**config.mk**
```make
export PLATFORM = sky130hd
export DESIGN_NAME = accum_sequencer
export DESIGN_NICKNAME = d
export VERILOG_FILES = /design/src/rtl/accum_sequencer_pkg.sv /design/src/rtl/accum_sequencer_pair_counter.sv /design/src/rtl/accum_sequencer.sv
export SDC_FILE = /design/constraint.sdc
export NUM_CORES = 1
export LEC_CHECK = 0
export CORE_ASPECT_RATIO = 1.1
export CORE_MARGIN = 4
export CORE_UTILIZATION = 51
export CTS_CLUSTER_SIZE = 14
export DETAILED_ROUTE_END_ITERATION = 6
export GPL_TIMING_DRIVEN = 0
export PLACE_DENSITY = 0.73
export SLEW_MARGIN = 20
export SYNTH_ARGS = -nofsm -noshare
export SYNTH_HDL_FRONTEND = slang
export SYNTH_SLANG_ARGS = --single-unit
```
**constraint.sdc**
```tcl
create_clock -name clock -period 2.6 [get_ports clock]
set_input_delay 0.78 -clock clock [delete_from_list [all_inputs] [get_ports clock]]
set_output_delay 0.78 -clock clock [all_outputs]
set_load 0.01 [all_outputs]
```
**src/rtl/accum_sequencer_pkg.sv**
```systemverilog
// Shared types for the accumulator frame/integration sequencer.
// Optional continuous mode is selected with ACCUM_SEQ_CONTINUOUS_EN.
package accum_sequencer_pkg;

    typedef enum logic [1:0] {
        S_IDLE  = 2'd0,
        S_ARM   = 2'd1,
        S_RUN   = 2'd2,
        S_FLUSH = 2'd3
    } state_t;

    // Any state other than IDLE counts as an integration in progress.
    function automatic logic busy_state(input state_t s);
        return (s != S_IDLE);
    endfunction

endpackage

```
**src/rtl/accum_sequencer_pair_counter.sv**
```systemverilog
// Pair-index tracker for the correlator partial-sum stream.
// Counts accepted words modulo PAIRS, realigns on sof, flags the last
// pair of a frame (eof) and keeps a sticky frame-sync error.
module accum_sequencer_pair_counter #(
    parameter int PAIRS = 540,
    parameter int PBITS = 10
) (
    input  logic clock,
    input  logic reset_n,
    input  logic valid,
    input  logic sof,
    input  logic check,
    input  logic clr,
    output logic eof,
    output logic err_now,
    output logic sync_err
);
    import accum_sequencer_pkg::*;

    localparam logic [PBITS-1:0] LAST = PBITS'(PAIRS - 1);

    logic [PBITS-1:0] idx_r;
    logic [PBITS-1:0] idx_next_s;
    logic             err_r;

    // Next index, end-of-frame strobe and sync check for the word on the input.
    always_comb begin
        idx_next_s = idx_r;
        eof        = 1'b0;
        err_now    = 1'b0;
        if (valid) begin
            if (sof) begin
                idx_next_s = PBITS'(1);
                err_now    = check & (idx_r != '0);
            end else begin
                idx_next_s = (idx_r == LAST) ? '0 : idx_r + PBITS'(1);
                eof        = (idx_r == LAST);
                err_now    = check & (idx_r == '0);
            end
        end else begin
            idx_next_s = idx_r;
        end
    end

    // Index register and sticky sync error (cleared when a new integration starts).
    always_ff @(posedge clock or negedge reset_n) begin
        if (!reset_n) begin
            idx_r <= '0;
            err_r <= 1'b0;
        end else begin
            idx_r <= idx_next_s;
            if (clr) begin
                err_r <= 1'b0;
            end else if (err_now) begin
                err_r <= 1'b1;
            end
        end
    end

    assign sync_err = err_r;

endmodule

```
**src/rtl/accum_sequencer.sv**
```systemverilog
// Frame/integration controller in front of the visibility accumulator.
// Aligns to frame boundaries, forwards whole frames tagged first/last and
// pulses done_o after the accumulator pipeline has drained.
// Define ACCUM_SEQ_CONTINUOUS_EN to re-arm automatically after each integration.
module accum_sequencer #(
    parameter int CORES   = 18,
    parameter int TRATE   = 30,
    parameter int NBITS   = 5,
    parameter int TBITS   = 5,
    parameter int SBITS   = 6,
    parameter int LBITS   = 24,
    parameter int ACC_LAT = 3
) (
    input  logic             clock,
    input  logic             reset_n,
    input  logic             start_i,
    input  logic             stop_i,
    input  logic [LBITS-1:0] frames_i,
    input  logic             valid_i,
    input  logic             sof_i,
    input  logic [SBITS-1:0] revis_i,
    input  logic [SBITS-1:0] imvis_i,
    output logic             acc_valid_o,
    output logic             acc_first_o,
    output logic             acc_last_o,
    output logic [SBITS-1:0] acc_revis_o,
    output logic [SBITS-1:0] acc_imvis_o,
    output logic             busy_o,
    output logic             done_o,
    output logic             sync_err_o
);
    import accum_sequencer_pkg::*;

    localparam int PAIRS = CORES * TRATE;
    localparam int PBITS = NBITS + TBITS;
    localparam int FBITS = $clog2(ACC_LAT + 1);
    localparam logic [FBITS-1:0] FLUSH_LAST = FBITS'(ACC_LAT - 1);

    state_t           state_r, state_next;
    logic [LBITS-1:0] frames_r, frames_next;
    logic [LBITS-1:0] frame_cnt_r, frame_next;
    logic [FBITS-1:0] flush_cnt_r, flush_next;
    logic             stop_r, stop_next;
    logic             fwd_s, first_s, last_s, start_s, done_s, last_frame_s;
    logic             eof_s, err_now_s;

    logic             acc_valid_r, acc_first_r, acc_last_r, busy_r, done_r;
    logic [SBITS-1:0] acc_revis_r, acc_imvis_r;

    accum_sequencer_pair_counter #(
        .PAIRS (PAIRS),
        .PBITS (PBITS)
    ) u_pair_counter (
        .clock    (clock),
        .reset_n  (reset_n),
        .valid    (valid_i),
        .sof      (sof_i),
        .check    (state_r == S_RUN),
        .clr      (start_s),
        .eof      (eof_s),
        .err_now  (err_now_s),
        .sync_err (sync_err_o)
    );

    // FSM next state, frame bookkeeping and per-word forwarding decision.
    always_comb begin
        state_next   = state_r;
        frames_next  = frames_r;
        frame_next   = frame_cnt_r;
        flush_next   = '0;
        stop_next    = stop_r;
        fwd_s        = 1'b0;
        first_s      = 1'b0;
        last_s       = 1'b0;
        start_s      = 1'b0;
        done_s       = 1'b0;
        last_frame_s = (frame_cnt_r == frames_r - LBITS'(1)) | stop_r | stop_i;
        case (state_r)
            S_IDLE: begin
                if (start_i) begin
                    start_s     = 1'b1;
                    state_next  = S_ARM;
                    frames_next = (frames_i == '0) ? LBITS'(1) : frames_i;
                    stop_next   = 1'b0;
                end else begin
                    state_next  = S_IDLE;
                end
            end
            S_ARM: begin
                frame_next = '0;
                if (stop_i) begin
                    state_next = S_IDLE;
                end else if (valid_i && sof_i) begin
                    fwd_s      = 1'b1;
                    first_s    = 1'b1;
                    last_s     = (frames_r == LBITS'(1));
                    state_next = S_RUN;
                end else begin
                    state_next = S_ARM;
                end
            end
            S_RUN: begin
                stop_next = stop_r | stop_i;
                if (err_now_s) begin
                    state_next = S_IDLE;
                end else if (valid_i) begin
                    fwd_s   = 1'b1;
                    first_s = (frame_cnt_r == '0);
                    last_s  = last_frame_s;
                    if (eof_s && last_frame_s) begin
                        state_next = S_FLUSH;
                    end else if (eof_s) begin
                        frame_next = frame_cnt_r + LBITS'(1);
                    end else begin
                        frame_next = frame_cnt_r;
                    end
                end else begin
                    state_next = S_RUN;
                end
            end
            S_FLUSH: begin
                stop_next = stop_r | stop_i;
                if (flush_cnt_r == FLUSH_LAST) begin
                    done_s = 1'b1;
`ifdef ACCUM_SEQ_CONTINUOUS_EN
                    state_next = (stop_r | stop_i) ? S_IDLE : S_ARM;
`else
                    state_next = S_IDLE;
`endif
                end else begin
                    flush_next = flush_cnt_r + FBITS'(1);
                end
            end
            default: begin
                state_next = S_IDLE;
            end
        endcase
    end

    // State, counters and registered outputs.
    always_ff @(posedge clock or negedge reset_n) begin
        if (!reset_n) begin
            state_r     <= S_IDLE;
            frames_r    <= '0;
            frame_cnt_r <= '0;
            flush_cnt_r <= '0;
            stop_r      <= 1'b0;
            acc_valid_r <= 1'b0;
            acc_first_r <= 1'b0;
            acc_last_r  <= 1'b0;
            acc_revis_r <= '0;
            acc_imvis_r <= '0;
            busy_r      <= 1'b0;
            done_r      <= 1'b0;
        end else begin
            state_r     <= state_next;
            frames_r    <= frames_next;
            frame_cnt_r <= frame_next;
            flush_cnt_r <= flush_next;
            stop_r      <= stop_next;
            acc_valid_r <= fwd_s;
            acc_first_r <= fwd_s & first_s;
            acc_last_r  <= fwd_s & last_s;
            if (fwd_s) begin
                acc_revis_r <= revis_i;
                acc_imvis_r <= imvis_i;
            end else begin
                acc_revis_r <= acc_revis_r;
                acc_imvis_r <= acc_imvis_r;
            end
            busy_r      <= busy_state(state_next);
            done_r      <= done_s;
        end
    end

    assign acc_valid_o = acc_valid_r;
    assign acc_first_o = acc_first_r;
    assign acc_last_o  = acc_last_r;
    assign acc_revis_o = acc_revis_r;
    assign acc_imvis_o = acc_imvis_r;
    assign busy_o      = busy_r;
    assign done_o      = done_r;

endmodule

```
# After elaboration in Yosys (flattened, before gate mapping)
# Cells that the tools add are included.
[classes] n_addsub=4 n_eq_ne=12 mux=43 n_bitwise=7 reduce_logical=15
[ops] op="24-bit 2-to-1 mux" n=5
[ops] op="24-bit zero test" n=2
[ops] op="24-bit one-hot mux with 2 select lines" n=1
[ops] op="24-bit by 1-bit adder with 24-bit output, second input constant" n=1
[ops] op="24-bit by 1-bit equality test with 1-bit output, second input constant" n=1
[ops] op="24-bit equality test" n=1
[ops] op="24-bit by 1-bit subtractor with 24-bit output, second input constant" n=1
[ops] op="1-bit 2-to-1 mux" n=22
[ops] op="10-bit 2-to-1 mux" n=2
[ops] op="2-bit 2-to-1 mux" n=8
[ops] op="10-bit by 1-bit adder with 10-bit output, second input constant" n=1
[ops] op="10-bit equality test, second input constant" n=1
[ops] op="10-bit zero test" n=1
[ops] op="2-bit != test, second input constant" n=5
[ops] op="10-bit nonzero test" n=1
[ops] op="1-bit one-hot mux with 2 select lines" n=4
[ops] op="2-bit one-hot mux with 4 select lines" n=1
[ops] op="2-bit nonzero test" n=4
[ops] op="2-bit equality test, second input constant" n=3
[ops] op="5-bit AND reduction" n=1
[ops] op="1-bit bitwise AND" n=4
[ops] op="2-bit AND reduction" n=2
[ops] op="1-bit OR" n=3
[ops] op="2-bit by 1-bit adder with 2-bit output, second input constant" n=1
[ops] op="4 further kinds" n=5
[totals] ff_bits=81 input_bits=42 word_cells=95

# Longest topological paths before layout
[logic_depth] word_depth=10 mapped_depth=11 mapped_depth_nobuf=10

# By module
# From an unflattened synthesis, not the netlist that was laid out.
[unflattened] hier_cells=515 hier_area_um2=4814.6
[modules_own_cells] module="accum_sequencer" instances=1 cells_each=454 area_each_um2=4182.8
[modules_own_cells] module="accum_sequencer_pair_counter" instances=1 cells_each=61 area_each_um2=631.9

# Least setup slack after synthesis
# OpenSTA, ideal clock, no wires.
[synth_path] path_kind="register -> register" start="register u_pair_counter.idx_r[0]" end="register acc_imvis_r[5], in the netlist acc_imvis_o[5]" setup_ns=0.125 arrival_time_ns=2.649 t_required_ns=2.475 slack_ns=-0.174 path_stages_with_launch=10 n_path_buf=1 synth_period_minus_slack_ns=2.774 cell_sequence="dfrtp_1 inv_1 ha_1 or4b_2 o31a_1 o21ai_0 and3_1 o21a_1 buf_2 mux2_2"
[synth_between] elab_chain_len=6
[synth_lines] element="from (decl)" line_no="accum_sequencer_pair_counter.sv:22" text="logic [PBITS-1:0] idx_r;"
[synth_lines] element="from (signal assigned)" line_no="accum_sequencer_pair_counter.sv:51" text="idx_r <= idx_next_s;"
[synth_lines] element="10-bit zero test / 10-bit nonzero test (equally long branches)" line_no="accum_sequencer_pair_counter.sv:38, accum_sequencer_pair_counter.sv:34"
[synth_lines] element="1-bit bitwise AND, on equally long branches" line_no="accum_sequencer_pair_counter.sv:38, accum_sequencer_pair_counter.sv:34"
[synth_lines] element="1-bit 2-to-1 mux *" line_no="accum_sequencer_pair_counter.sv:32" text="if (sof) begin"
[synth_lines] element="1-bit 2-to-1 mux *" line_no="accum_sequencer_pair_counter.sv:31" text="if (valid) begin"
[synth_lines] element="1-bit 2-to-1 mux *" line_no="accum_sequencer.sv:104" text="if (err_now_s) begin"
[synth_lines] element="1-bit one-hot mux with 2 select lines *" line_no="accum_sequencer.sv:78" text="case (state_r)"
[synth_lines] element="net fwd_s" line_no="accum_sequencer.sv:44" text="logic fwd_s, first_s, last_s, start_s, done_s, last_frame_s;"
[synth_lines] element="to (signal assigned)" line_no="accum_sequencer.sv:166" text="acc_imvis_r <= imvis_i;"
[synth_lines] element="to (signal assigned)" line_no="accum_sequencer.sv:169" text="acc_imvis_r <= acc_imvis_r;"
[synth_lines] element="to (decl)" line_no="accum_sequencer.sv:48" text="logic [SBITS-1:0] acc_revis_r, acc_imvis_r;"
# The timed path passes the listed nets; every way through them passes the cells marked *.
# A chain may end at the register's enable or synchronous reset.

# Final worst setup path
[layout_path] start="register frames_r[6]" end="register frame_cnt_r[22]"
[layout_between] elab_chain_len=7
[layout_lines] element="from (decl)" line_no="accum_sequencer.sv:40" text="logic [LBITS-1:0] frames_r, frames_next;"
[layout_lines] element="from (signal assigned)" line_no="accum_sequencer.sv:157" text="frames_r <= frames_next;"
[layout_lines] element="24-bit by 1-bit subtractor with 24-bit output" line_no="accum_sequencer.sv:77" text="last_frame_s = (frame_cnt_r == frames_r - LBITS'(1)) | stop_r | stop_i;"
[layout_lines] element="24-bit equality test" line_no="accum_sequencer.sv:77"
[layout_lines] element="1-bit OR (2 in series)" line_no="accum_sequencer.sv:77"
[layout_lines] element="1-bit logical AND" line_no="accum_sequencer.sv:110" text="if (eof_s && last_frame_s) begin"
[layout_lines] element="2-bit != test (no line)"
[layout_lines] element="5-bit AND reduction (no line)"
[layout_lines] element="to (signal assigned)" line_no="accum_sequencer.sv:158" text="frame_cnt_r <= frame_next;"
[layout_lines] element="to (decl)" line_no="accum_sequencer.sv:41" text="logic [LBITS-1:0] frame_cnt_r, frame_next;"
# Every way passes these cells.

==> results.toml <==
[run_status]
status = "finished, violations left"
violations = "setup timing"

[route]
wire_per_inst_um = 18.7
via_per_inst = 6.14
vias = 4269
drcViolationCount = 0
final_antenna_net_count = 0
drtIter0Drc = 227
finalWirelength_um = 13000
dr.pass1.iters = 5

[global_routing]
grt_pass1_vias = 4241
antenna_found_initial = 0
grt_max_degree = 42
track_usage_pct = 24.1
grt_pass1_wl_um = 20900
overflow = 0

[clock_network]
clk_latency_ns = 0.36
path_clk_slew_ns = 0.10
cts_tree = "done"
cts_hold_buf = 0
htreeDepth = 3
numClockSinks = 81
cts_made_buffers = 9
cts-root-buf = "clkbuf_8"
clockBufferDepth = 2

[yosys]
syn_area_um2 = 4780
netlist_top_cells_count = "dfrtp_1, nand2_1, mux2_2, nor2_1, xor2_1"
synth_area_leaders = "dfrtp_1, mux2_2, xor2_1, nand2_1, ha_1"
yosys.area.top_type_share_pct = 42.4
async_flop_share_pct = 100
synth_edf_count = 0
yosysUniqueCellTypes = 56
syn_avg_cell_area_um2 = 9.84
syn_inst = 486
yosysMostFrequentCell = "dfrtp_1"
synth_seq_cells = 81
synth_top_cell_by_area = "dfrtp_1"
ys_seq_area_share_pct = 42.4
ys_warn_count = 0
synth_ff_type = "dfrtp_1"
syn-num-nets = 538

[placed_design]
dp_hpwl_um = 9180
post-place-ws_ns = -0.482
dp_cells = 660
gp_congestion = 0.835
portBuffers = 59

[worst_setup_path]
worstPathRequired_ns = 2.89
reg2reg_from = "frames_r[6]"
ff2ff_setup_slack_ns = -0.27
path_class = "reg2reg"
critPathArrivalTime_ns = 3.16
start_kind = "register"
end_kind = "register"
worstPathMaxFanout = 9
reg2reg_depth = 9
r2r-end = "frame_cnt_r[22]"

[sta]
tightestPinTransition_ns = 0.798
hold_viol = 0
setup_viol = 40
final-max-slew-violation-count = 0
fmaxAchievable_ghz = 0.348
hold_ws_ns = 0.391
fin_crit_ns = 2.87
maxSlewHeadroom_pct = 46.7
rsz0062_at_grt = "true"
clock_skew_ns = 0.0129
period_share_pct = 111
setup_slack_ns = -0.275

[die]
chipHeight_um = 110
ios = 60
rows = 36
coreArea_um2 = 9010
die_area_um2 = 11000
fp.dieW_um = 100
start_util_pct = 53.1

[flow_run]
max_cap_violations = 0

[pwr]
peakVddDrop_mv = 0.501
leakagePower_nw = 2.64
powerDensity_nw_per_um2 = 845

[cells_and_area]
nets = 628
final_cells = 695
areaGrowthSynthToFinish_pct = 31.5
layout-drive-gt1-share_pct = 26.0
antenna-diode-count = 0

[worst_hold_path]
min-delay-path-class = "in2async"
logic make-up after synthesis:
family | share of synthesized area [%]
adder cells (fa/ha/maj) | 2.62
AND/OR/NAND/NOR | 22.9
buffers and inverters | 3.06
flip-flops | 42.4
multiplexers | 10.1
AO/OA/AOI/OAI | 12.7
XOR/XNOR | 6.23
state kept, by name, summed over array words and instances (netlist names), 2 cells and up:
name                  count
state_r                   2
flush_cnt_r               2
frames_r                 24
frame_cnt_r              24
acc_revis_o               6
u_pair_counter.idx_r     10
acc_imvis_o               6
per-stage QoR:
stage | power, W | area [um^2] | utilization, % | TNS [ns]
finish | 0.00531 | 6290 | 69.8 | -5.95
global route | 0.00561 | 6290 | 69.8 | -10.61
CTS | 0.00516 | 6120 | 68.0 | -4.86
detailed placement | 0.00384 | 5580 | 62.0 | -12.53
global placement | 0.00377 | 5570 | 61.8 | -186.06
floorplan | 0.00314 | 4830 | - | -0.201
repair_timing:
item,4_1_cts,5_1_grt
endpoints found under the hold margin,0,0
buffers inserted,14,7
pin swaps,22,12
gates resized for setup,49,24
cloned,2,0
setup endpoints to repair,40,41
power by group:
group          internal (W)  total, W  switching, W
Combinational       0.00111   0.00220       0.00109
Clock              0.000551   0.00106      0.000509
Sequential          0.00158   0.00205      0.000467
critical path, stage by stage (launching register included):
cell	delay [ns]
dfrtp_2	0.45
or4_4	0.61
or3_4	0.37
o41ai_4	0.23
a211oi_2	0.14
nand4_4	0.15
o21ai_2	0.09
buf_6	0.14
or4_1	0.48
a21oi_2	0.13
metal layers:
metal	track usage, %	vias up	share of wire [%]
li1	-	1981	-
met1	29.9	2119	40
met2	41.6	140	52
met3	4.82	29	5.6
met4	8.85	0	2.5
met5	0	-	0
cells in the final DEF (no fill, tap or decap), drive strengths merged, types with 10 or more instances in the layout:
master and instances:
nor2 29, mux2 35, ha 10, xor2 22
nand4 14, and3 17, clkdlybuf4s50 58, nor3 11
nor4 19, nand2 38, clkbuf 21, dfrtp 81
xnor2 12, nand3 12, buf 29, a21oi 18
o21ai 16, inv 19
area by class of cell:
cell class	count	area, um^2
clock buffers	9	124
repair buffers	83	785
multi-input cells	369	2940
clock inverters	7	101
well taps	114	143
fillers	692	2720
inverters	16	60.1
plain buffers	16	93.8
flip-flops and latches	81	2040
how the worst max path moves through the flow:
stage | to | cells past startpoint | startpoint
after detailed placement | frame_cnt_r[22] | 8 | sof_i
after global placement | state_r[0] | 1 | reset_n
after floorplan | frame_cnt_r[22] | 9 | frames_r[6]
after global routing | frame_cnt_r[23] | 10 | frames_r[2]
after CTS | frame_cnt_r[22] | 10 | frames_r[4]
final | frame_cnt_r[22] | 9 | frames_r[6]
Note: power is estimated with default switching activity, not from simulation.
